$ cat src/rtl/imem_loader_if.sv
// ---------------------------------------------------------------------------
// imem_loader_if
//
// Bundles the byte-stream handshake, the instruction-memory write port and
// the boot status lines of the instruction-memory loader.
//
//   start       load request, one cycle wide
//   word_count  number of words to load (legal 1..256), sampled with start
//   byte_in     stream data byte
//   byte_valid  byte_in holds a valid byte
//   byte_ready  loader can accept a byte (transfer on valid && ready)
//   im_we       instruction-memory write enable, one pulse per word
//   im_addr     instruction-memory word address
//   im_wdata    instruction-memory write data
//   cpu_hold    keeps the processor pipeline in reset
//   load_done   last load finished successfully
//   load_err    last start was rejected or the last load timed out
//
// The master modport is the boot host / stream source side, the slave
// modport is the loader itself.
// ---------------------------------------------------------------------------
interface imem_loader_if;
    logic        start;
    logic [8:0]  word_count;
    logic [7:0]  byte_in;
    logic        byte_valid;
    logic        byte_ready;
    logic        im_we;
    logic [7:0]  im_addr;
    logic [31:0] im_wdata;
    logic        cpu_hold;
    logic        load_done;
    logic        load_err;

    modport master (
        output start,
        output word_count,
        output byte_in,
        output byte_valid,
        input  byte_ready,
        input  im_we,
        input  im_addr,
        input  im_wdata,
        input  cpu_hold,
        input  load_done,
        input  load_err
    );

    modport slave (
        input  start,
        input  word_count,
        input  byte_in,
        input  byte_valid,
        output byte_ready,
        output im_we,
        output im_addr,
        output im_wdata,
        output cpu_hold,
        output load_done,
        output load_err
    );
endinterface

$ cat src/rtl/imem_loader.sv
// ---------------------------------------------------------------------------
// imem_loader
//
// Boot-time writer for the 256 x 32-bit instruction memory. Bytes arriving
// on a valid/ready stream are packed big-endian (first byte in [31:24]) into
// 32-bit words, which are written to consecutive addresses starting at 0.
// The processor pipeline is held in reset (cpu_hold) until a load finishes
// without error.
//
// Parameters
//   TIMEOUT  idle cycles allowed between accepted bytes while loading
//            (2..65535)
//
// Ports
//   clk      system clock, rising-edge
//   rst_n    asynchronous active-low reset
//   bus      imem_loader_if.slave: stream input, memory write port, status
//
// All outputs are registered. The FSM walks IDLE -> RECV -> WRITE -> ... ->
// DONE; WRITE always lasts exactly one cycle, so with byte_valid held high
// a word costs four RECV cycles plus one WRITE cycle.
// ---------------------------------------------------------------------------
module imem_loader #(
    parameter int TIMEOUT = 1024
) (
    input  logic         clk,
    input  logic         rst_n,
    imem_loader_if.slave bus
);

    localparam logic [1:0] S_IDLE  = 2'd0;
    localparam logic [1:0] S_RECV  = 2'd1;
    localparam logic [1:0] S_WRITE = 2'd2;
    localparam logic [1:0] S_DONE  = 2'd3;

    // Terminal value of the idle counter; reaching it without a byte aborts.
    localparam logic [15:0] IDLE_LIMIT = 16'(TIMEOUT - 1);

    // ------------------------------------------------------------------
    // State and registered outputs
    // ------------------------------------------------------------------
    logic [1:0]  state,      state_nx;
    logic [8:0]  word_cnt,   word_cnt_nx;
    logic [7:0]  last_word,  last_word_nx;
    logic [1:0]  byte_cnt,   byte_cnt_nx;
    logic [15:0] idle_cnt,   idle_cnt_nx;

    logic        ready_reg,  ready_nx;
    logic        we_reg,     we_nx;
    logic [7:0]  addr_reg,   addr_nx;
    logic [31:0] wdata_reg,  wdata_nx;
    logic        hold_reg,   hold_nx;
    logic        done_reg,   done_nx;
    logic        err_reg,    err_nx;

    // Assembly shift register; only ever read after four fresh shifts, so
    // it carries no reset.
    logic [31:0] asm_word;

    logic        accept;
    logic        count_ok;
    logic        start_ok;
    logic        start_bad;

    // ready_reg is high exactly while in RECV, so it doubles as the
    // "accepting" qualifier for the handshake.
    assign accept    = ready_reg && bus.byte_valid;
    assign count_ok  = (bus.word_count != 9'd0) && (bus.word_count <= 9'd256);
    assign start_ok  = bus.start && count_ok;
    assign start_bad = bus.start && !count_ok;

    // ------------------------------------------------------------------
    // Next-state logic
    // ------------------------------------------------------------------
    always_comb begin
        state_nx     = state;
        word_cnt_nx  = word_cnt;
        last_word_nx = last_word;
        byte_cnt_nx  = byte_cnt;
        idle_cnt_nx  = idle_cnt;
        ready_nx     = ready_reg;
        we_nx        = 1'b0;
        addr_nx      = addr_reg;
        wdata_nx     = wdata_reg;
        hold_nx      = hold_reg;
        done_nx      = done_reg;
        err_nx       = err_reg;

        case (state)
            // Start is only honoured when no load is in flight.
            S_IDLE, S_DONE: begin
                if (start_ok) begin
                    state_nx     = S_RECV;
                    word_cnt_nx  = 9'd0;
                    byte_cnt_nx  = 2'd0;
                    idle_cnt_nx  = 16'd0;
                    // 256 wraps to 8'h00, minus one gives 8'hFF as intended.
                    last_word_nx = bus.word_count[7:0] - 8'd1;
                    ready_nx     = 1'b1;
                    hold_nx      = 1'b1;
                    done_nx      = 1'b0;
                    err_nx       = 1'b0;
                end else if (start_bad) begin
                    state_nx = S_IDLE;
                    hold_nx  = 1'b1;
                    done_nx  = 1'b0;
                    err_nx   = 1'b1;
                end
            end

            S_RECV: begin
                if (accept) begin
                    idle_cnt_nx = 16'd0;
                    byte_cnt_nx = byte_cnt + 2'd1;
                    if (byte_cnt == 2'd3) begin
                        state_nx = S_WRITE;
                        ready_nx = 1'b0;
                        we_nx    = 1'b1;
                        addr_nx  = word_cnt[7:0];
                        wdata_nx = {asm_word[23:0], bus.byte_in};
                    end
                end else if (idle_cnt == IDLE_LIMIT) begin
                    // Stream stalled: drop the partial word, keep the CPU held.
                    state_nx = S_IDLE;
                    ready_nx = 1'b0;
                    err_nx   = 1'b1;
                end else begin
                    idle_cnt_nx = idle_cnt + 16'd1;
                end
            end

            S_WRITE: begin
                if (word_cnt == {1'b0, last_word}) begin
                    state_nx = S_DONE;
                    hold_nx  = 1'b0;
                    done_nx  = 1'b1;
                end else begin
                    state_nx    = S_RECV;
                    word_cnt_nx = word_cnt + 9'd1;
                    byte_cnt_nx = 2'd0;
                    idle_cnt_nx = 16'd0;
                    ready_nx    = 1'b1;
                end
            end

            default: begin
                state_nx = S_IDLE;
                ready_nx = 1'b0;
                hold_nx  = 1'b1;
            end
        endcase
    end

    // ------------------------------------------------------------------
    // Control and output registers
    // ------------------------------------------------------------------
    always_ff @(posedge clk or negedge rst_n) begin
        if (!rst_n) begin
            state     <= S_IDLE;
            word_cnt  <= 9'd0;
            last_word <= 8'd0;
            byte_cnt  <= 2'd0;
            idle_cnt  <= 16'd0;
            ready_reg <= 1'b0;
            we_reg    <= 1'b0;
            addr_reg  <= 8'h00;
            wdata_reg <= 32'h0;
            hold_reg  <= 1'b1;
            done_reg  <= 1'b0;
            err_reg   <= 1'b0;
        end else begin
            state     <= state_nx;
            word_cnt  <= word_cnt_nx;
            last_word <= last_word_nx;
            byte_cnt  <= byte_cnt_nx;
            idle_cnt  <= idle_cnt_nx;
            ready_reg <= ready_nx;
            we_reg    <= we_nx;
            addr_reg  <= addr_nx;
            wdata_reg <= wdata_nx;
            hold_reg  <= hold_nx;
            done_reg  <= done_nx;
            err_reg   <= err_nx;
        end
    end

    // ------------------------------------------------------------------
    // Byte assembly (big-endian: oldest byte ends up in [31:24])
    // ------------------------------------------------------------------
    always_ff @(posedge clk) begin
        if (accept) begin
            asm_word <= {asm_word[23:0], bus.byte_in};
        end
    end

    assign bus.byte_ready = ready_reg;
    assign bus.im_we      = we_reg;
    assign bus.im_addr    = addr_reg;
    assign bus.im_wdata   = wdata_reg;
    assign bus.cpu_hold   = hold_reg;
    assign bus.load_done  = done_reg;
    assign bus.load_err   = err_reg;

endmodule

$ cat src/flat_wrapper.sv
// flat-port wrapper written by rule: the top's interface ports become plain ports
module imem_loader_flat 
#(
    parameter int TIMEOUT = 1024
)
  (clk, rst_n, bus_start, bus_word_count, bus_byte_in, bus_byte_valid, bus_byte_ready, bus_im_we, bus_im_addr, bus_im_wdata, bus_cpu_hold, bus_load_done, bus_load_err);
  imem_loader_if bus_i ();
  input  logic clk;
  input  logic rst_n;
  input wire logic [$bits(bus_i.start)-1:0] bus_start;
  input wire logic [$bits(bus_i.word_count)-1:0] bus_word_count;
  input wire logic [$bits(bus_i.byte_in)-1:0] bus_byte_in;
  input wire logic [$bits(bus_i.byte_valid)-1:0] bus_byte_valid;
  output wire logic [$bits(bus_i.byte_ready)-1:0] bus_byte_ready;
  output wire logic [$bits(bus_i.im_we)-1:0] bus_im_we;
  output wire logic [$bits(bus_i.im_addr)-1:0] bus_im_addr;
  output wire logic [$bits(bus_i.im_wdata)-1:0] bus_im_wdata;
  output wire logic [$bits(bus_i.cpu_hold)-1:0] bus_cpu_hold;
  output wire logic [$bits(bus_i.load_done)-1:0] bus_load_done;
  output wire logic [$bits(bus_i.load_err)-1:0] bus_load_err;
  assign bus_i.start = bus_start;
  assign bus_i.word_count = bus_word_count;
  assign bus_i.byte_in = bus_byte_in;
  assign bus_i.byte_valid = bus_byte_valid;
  assign bus_byte_ready = bus_i.byte_ready;
  assign bus_im_we = bus_i.im_we;
  assign bus_im_addr = bus_i.im_addr;
  assign bus_im_wdata = bus_i.im_wdata;
  assign bus_cpu_hold = bus_i.cpu_hold;
  assign bus_load_done = bus_i.load_done;
  assign bus_load_err = bus_i.load_err;
  imem_loader #(.TIMEOUT(TIMEOUT)) u_core (.clk(clk), .rst_n(rst_n), .bus(bus_i));
endmodule
$ cat config.mk
export PLATFORM = sky130hd
export DESIGN_NAME = imem_loader_flat
export DESIGN_NICKNAME = d
export VERILOG_FILES = /design/src/rtl/imem_loader_if.sv /design/src/rtl/imem_loader.sv /design/src/flat_wrapper.sv
export SDC_FILE = /design/constraint.sdc
export NUM_CORES = 1
export LEC_CHECK = 0
export ABC_CLOCK_PERIOD_IN_PS = 2600
export CAP_MARGIN = 20
export CORE_MARGIN = 2
export CORE_UTILIZATION = 55
export CTS_BUF_LIST = sky130_fd_sc_hd__clkbuf_8
export DETAILED_ROUTE_END_ITERATION = 12
export GPL_TIMING_DRIVEN = 0
export PLACE_DENSITY = 0.86
export SLEW_MARGIN = 25
export SYNTH_ARGS = -nofsm -noshare
export SYNTH_HDL_FRONTEND = slang
export SYNTH_SLANG_ARGS = --single-unit
$ cat constraint.sdc
create_clock -name clk -period 2.6 [get_ports clk]
set_input_delay 0.39 -clock clk [delete_from_list [all_inputs] [get_ports clk]]
set_output_delay 0.39 -clock clk [all_outputs]
set_load 0.05 [all_outputs]
==> impl_metrics.json <==
{
  "nets": 490,
  "slowest_delay_ps": 540,
  "fp.dieW_um": 96.16,
  "initial_utilization": 0.5684,
  "avgRoutedWirePerCell_um": 18.57,
  "dieArea_mm2": 0.009246,
  "start_kind": "flop",
  "peakVddDrop_v": 0.0005771,
  "n_fill_cell": 565,
  "clock.fmax_mhz": 401.8,
  "die_h_um": 96.16,
  "synth_area_mm2": 0.004671,
  "antenna_found_initial": 0,
  "overflow": 0,
  "path_class": "reg2reg",
  "yosysWarnings": 0,
  "synth.avg_cell_area_um2": 12.13,
  "ys_ff_latch": 106,
  "drt_iter0_markers": 209,
  "placementRows": 33,
  "total_power_mw": 4.171,
  "hold_viol_final": 0,
  "skew_ps": 15.58,
  "cts_tree": "yes",
  "postCtsSetupBuffers": 0,
  "synthCells": 385,
  "grt_max_degree": 51,
  "cp-end-kind": "flop",
  "regArea_mm2": 0.002774,
  "mostFrequentLayoutCells": "dfrtp_1 (81), clkdlybuf4s50_1 (64), mux2_2 (40)",
  "area_delta_synth_final_pct": 22.58,
  "grt_pass1_vias": 3504,
  "place_inst": 556,
  "drive_gt1_frac": 0.1709,
  "final_max_slew_viol_count": 0,
  "finalSetupTns_ps": 0,
  "path_cells": "nand2_1, clkinvlp_4, nand3_2, clkbuf_1, mux2_2",
  "io_pins": 66,
  "min_period_ps": 2489,
  "p_per_area_mw_per_mm2": 728.4,
  "grt_pass1_wl_um": 17350,
  "cts_sinks": 106,
  "cts_buffer_depth": 2,
  "cts-root-buf": "clkbuf_8",
  "drc": 0,
  "vias": 3547,
  "routed_wl_um": 10640,
  "required_ps": 2880,
  "arrival_ps": 2770,
  "diodes": 0,
  "instances_no_fill": 573,
  "critPathMaxFanout": 15,
  "final_common_cell": "dfrtp_1",
  "coreArea_mm2": 0.008217,
  "rsz0062_at_grt": "no",
  "clock_latency_ps": 400,
  "dr_wl_met3_um": 672,
  "final_util": 0.6968,
  "multiInputGateArea_mm2": 0.001795,
  "first_pass_iters": 4,
  "tightest_slew_ps": 651.1,
  "fin_crit_sh": 0.9571,
  "routed.top_layer": "met4",
  "crit_path_top_delay_cell": "clkbuf_1",
  "holdBufCountCts": 0,
  "hp-class": "in2async",
  "hpwl_um": 7203,
  "p_leak_nw": 2.478,
  "io_buffers": 65,
  "cts_made_buffers": 9,
  "antenna_left": 0,
  "finalSetupViolCount": 0,
  "gp_congestion": 0.9052,
  "met1_length_um": 4249,
  "dr_wl_met2_um": 5499,
  "ys_seq_area_frac": 0.5939,
  "avgViaCountPerCell": 6.190,
  "htree_levels": 3,
  "outcome": "completed",
  "synth_cell_types": 49,
  "grt_usage": 0.2520,
  "syn-num-nets": 412,
  "clkTransAtPathRegs_ps": 120,
  "cap_violations": 0,
  "timing.slew.headroom": 0.5636
}
## kinds of logic after synthesis
| group | share of synthesized area |
|---|---|
| muxes | 0.09858 |
| xor gates and xnor gates | 0.02063 |
| DFF | 0.5939 |
| and+or+nand+nor | 0.1240 |
| AOI/OAI and AO/OA | 0.1203 |
| adders and majority gates | 0.01607 |
| buffers and inverters | 0.02652 |
## through the flow
stage / cell area (um2) / setup slack (ps) / hold WS (ps)
floorplan: 4671 / 136.5 / 94.41
global placement: 5453 / -1782 / 427.3
detailed placement: 5470 / -731.9 / 430.7
CTS: 5702 / 13.54 / 33.29
global route: 5725 / 11.57 / 49.63
finish: 5725 / 111.4 / 22.34
## sequential cells by signal, summed over array words and instances, names as in the netlist, 2 cells and up
signal / count
u_core.bus.im_wdata: 32
u_core.word_cnt: 9
u_core.last_word: 8
u_core.idle_cnt: 16
u_core.asm_word: 24
u_core.byte_cnt: 2
u_core.bus.im_addr: 8
u_core.state: 2
## worst max-delay path, delay by kind of cell, from the launching register on
family                 cells  cell delay, ps
flip-flops                 1             420
AND/OR/NAND/NOR            2             600
buffers and inverters      2             970
multiplexers               1             410
## layout make-up
type                    count  area share
plain buffers              14     0.01093
clock buffers               9     0.02163
clock inverters             7     0.01639
repair buffers             66      0.1167
inverters                  18     0.01246
flip-flops and latches    106      0.4845
multi-input cells         247      0.3136
repair inverters            1   0.0008741
well taps                 105     0.02295
## power breakdown
part,total (mW),internal (mW),switching (mW)
Clock,1.09,0.404,0.682
Combinational,1.02,0.334,0.682
Sequential,2.07,1.93,0.140
Total,4.17,2.67,1.50
## worst paths after layout
check	cells after the start	endpoint	startpoint	slack, ps
worst min register to register	0	u_core.asm_word[20]	u_core.asm_word[12]	460
worst min-delay path	1	u_core.bus.im_wdata[23]	rst_n	20
min in group clk	0	u_core.asm_word[20]	u_core.asm_word[12]	460
max in group asynchronous	2	u_core.bus.im_wdata[17]	rst_n	1960
worst max register to register	5	u_core.bus.im_addr[7]	u_core.bus.byte_ready	110
worst max-delay path	5	u_core.bus.im_addr[7]	u_core.bus.byte_ready	110
## cells in the mapped netlist (all sizes together)
cell     instances  area (um2)
dfrtp           81        2027
mux2            40       450.4
nand2           28       105.1
edfxtp          24       720.7
o21ai           19       98.85
inv             18       67.56
o31ai           17       127.6
nand3           16       80.08
nor2            15       58.81
nor3            15       75.07
clkbuf          10       37.54
a21oi            9       45.04
and3             9       56.30
a31oi            8       50.05
nand4            7       43.79
xor2             7       61.31
a221o            6       60.06
ha               6       75.07
buf              4       18.76
nor2b            4       25.02
nor3b            4       30.03
xnor2            4       35.03
a22o             3       26.28
nand2b           3       18.77
nor4             3       31.28
o211ai           3       36.28
or4              3       22.52
a41oi            2       17.52
o2bb2ai          2       17.52
a2111oi          1       15.01
a211o            1       8.760
a211oi           1       7.510
a21o             1       7.510
a222oi           1       10.01
a31o             1       8.760
and2             1       6.260
and4             1       8.760
dfstp            1       26.28
mux2i            1       10.01
nand4bb          1       11.26
o22ai            1       6.260
o32a             1       10.01
o32ai            1       8.760
or2              1       6.260
## routing by layer
layer,global-route usage,vias up
li1,-,1587
met1,0.3309,1805
met2,0.3993,132
met3,0.07204,23
met4,0.09405,0
met5,0,-
## repair_timing
item / 4_1_cts / 5_1_grt
resized for setup: 2 / 13
gates cloned: 1 / 0
hold endpoints to repair: 0 / 0
setup endpoints to repair: 37 / 26
No activity file was read; power rests on OpenSTA's default activity.
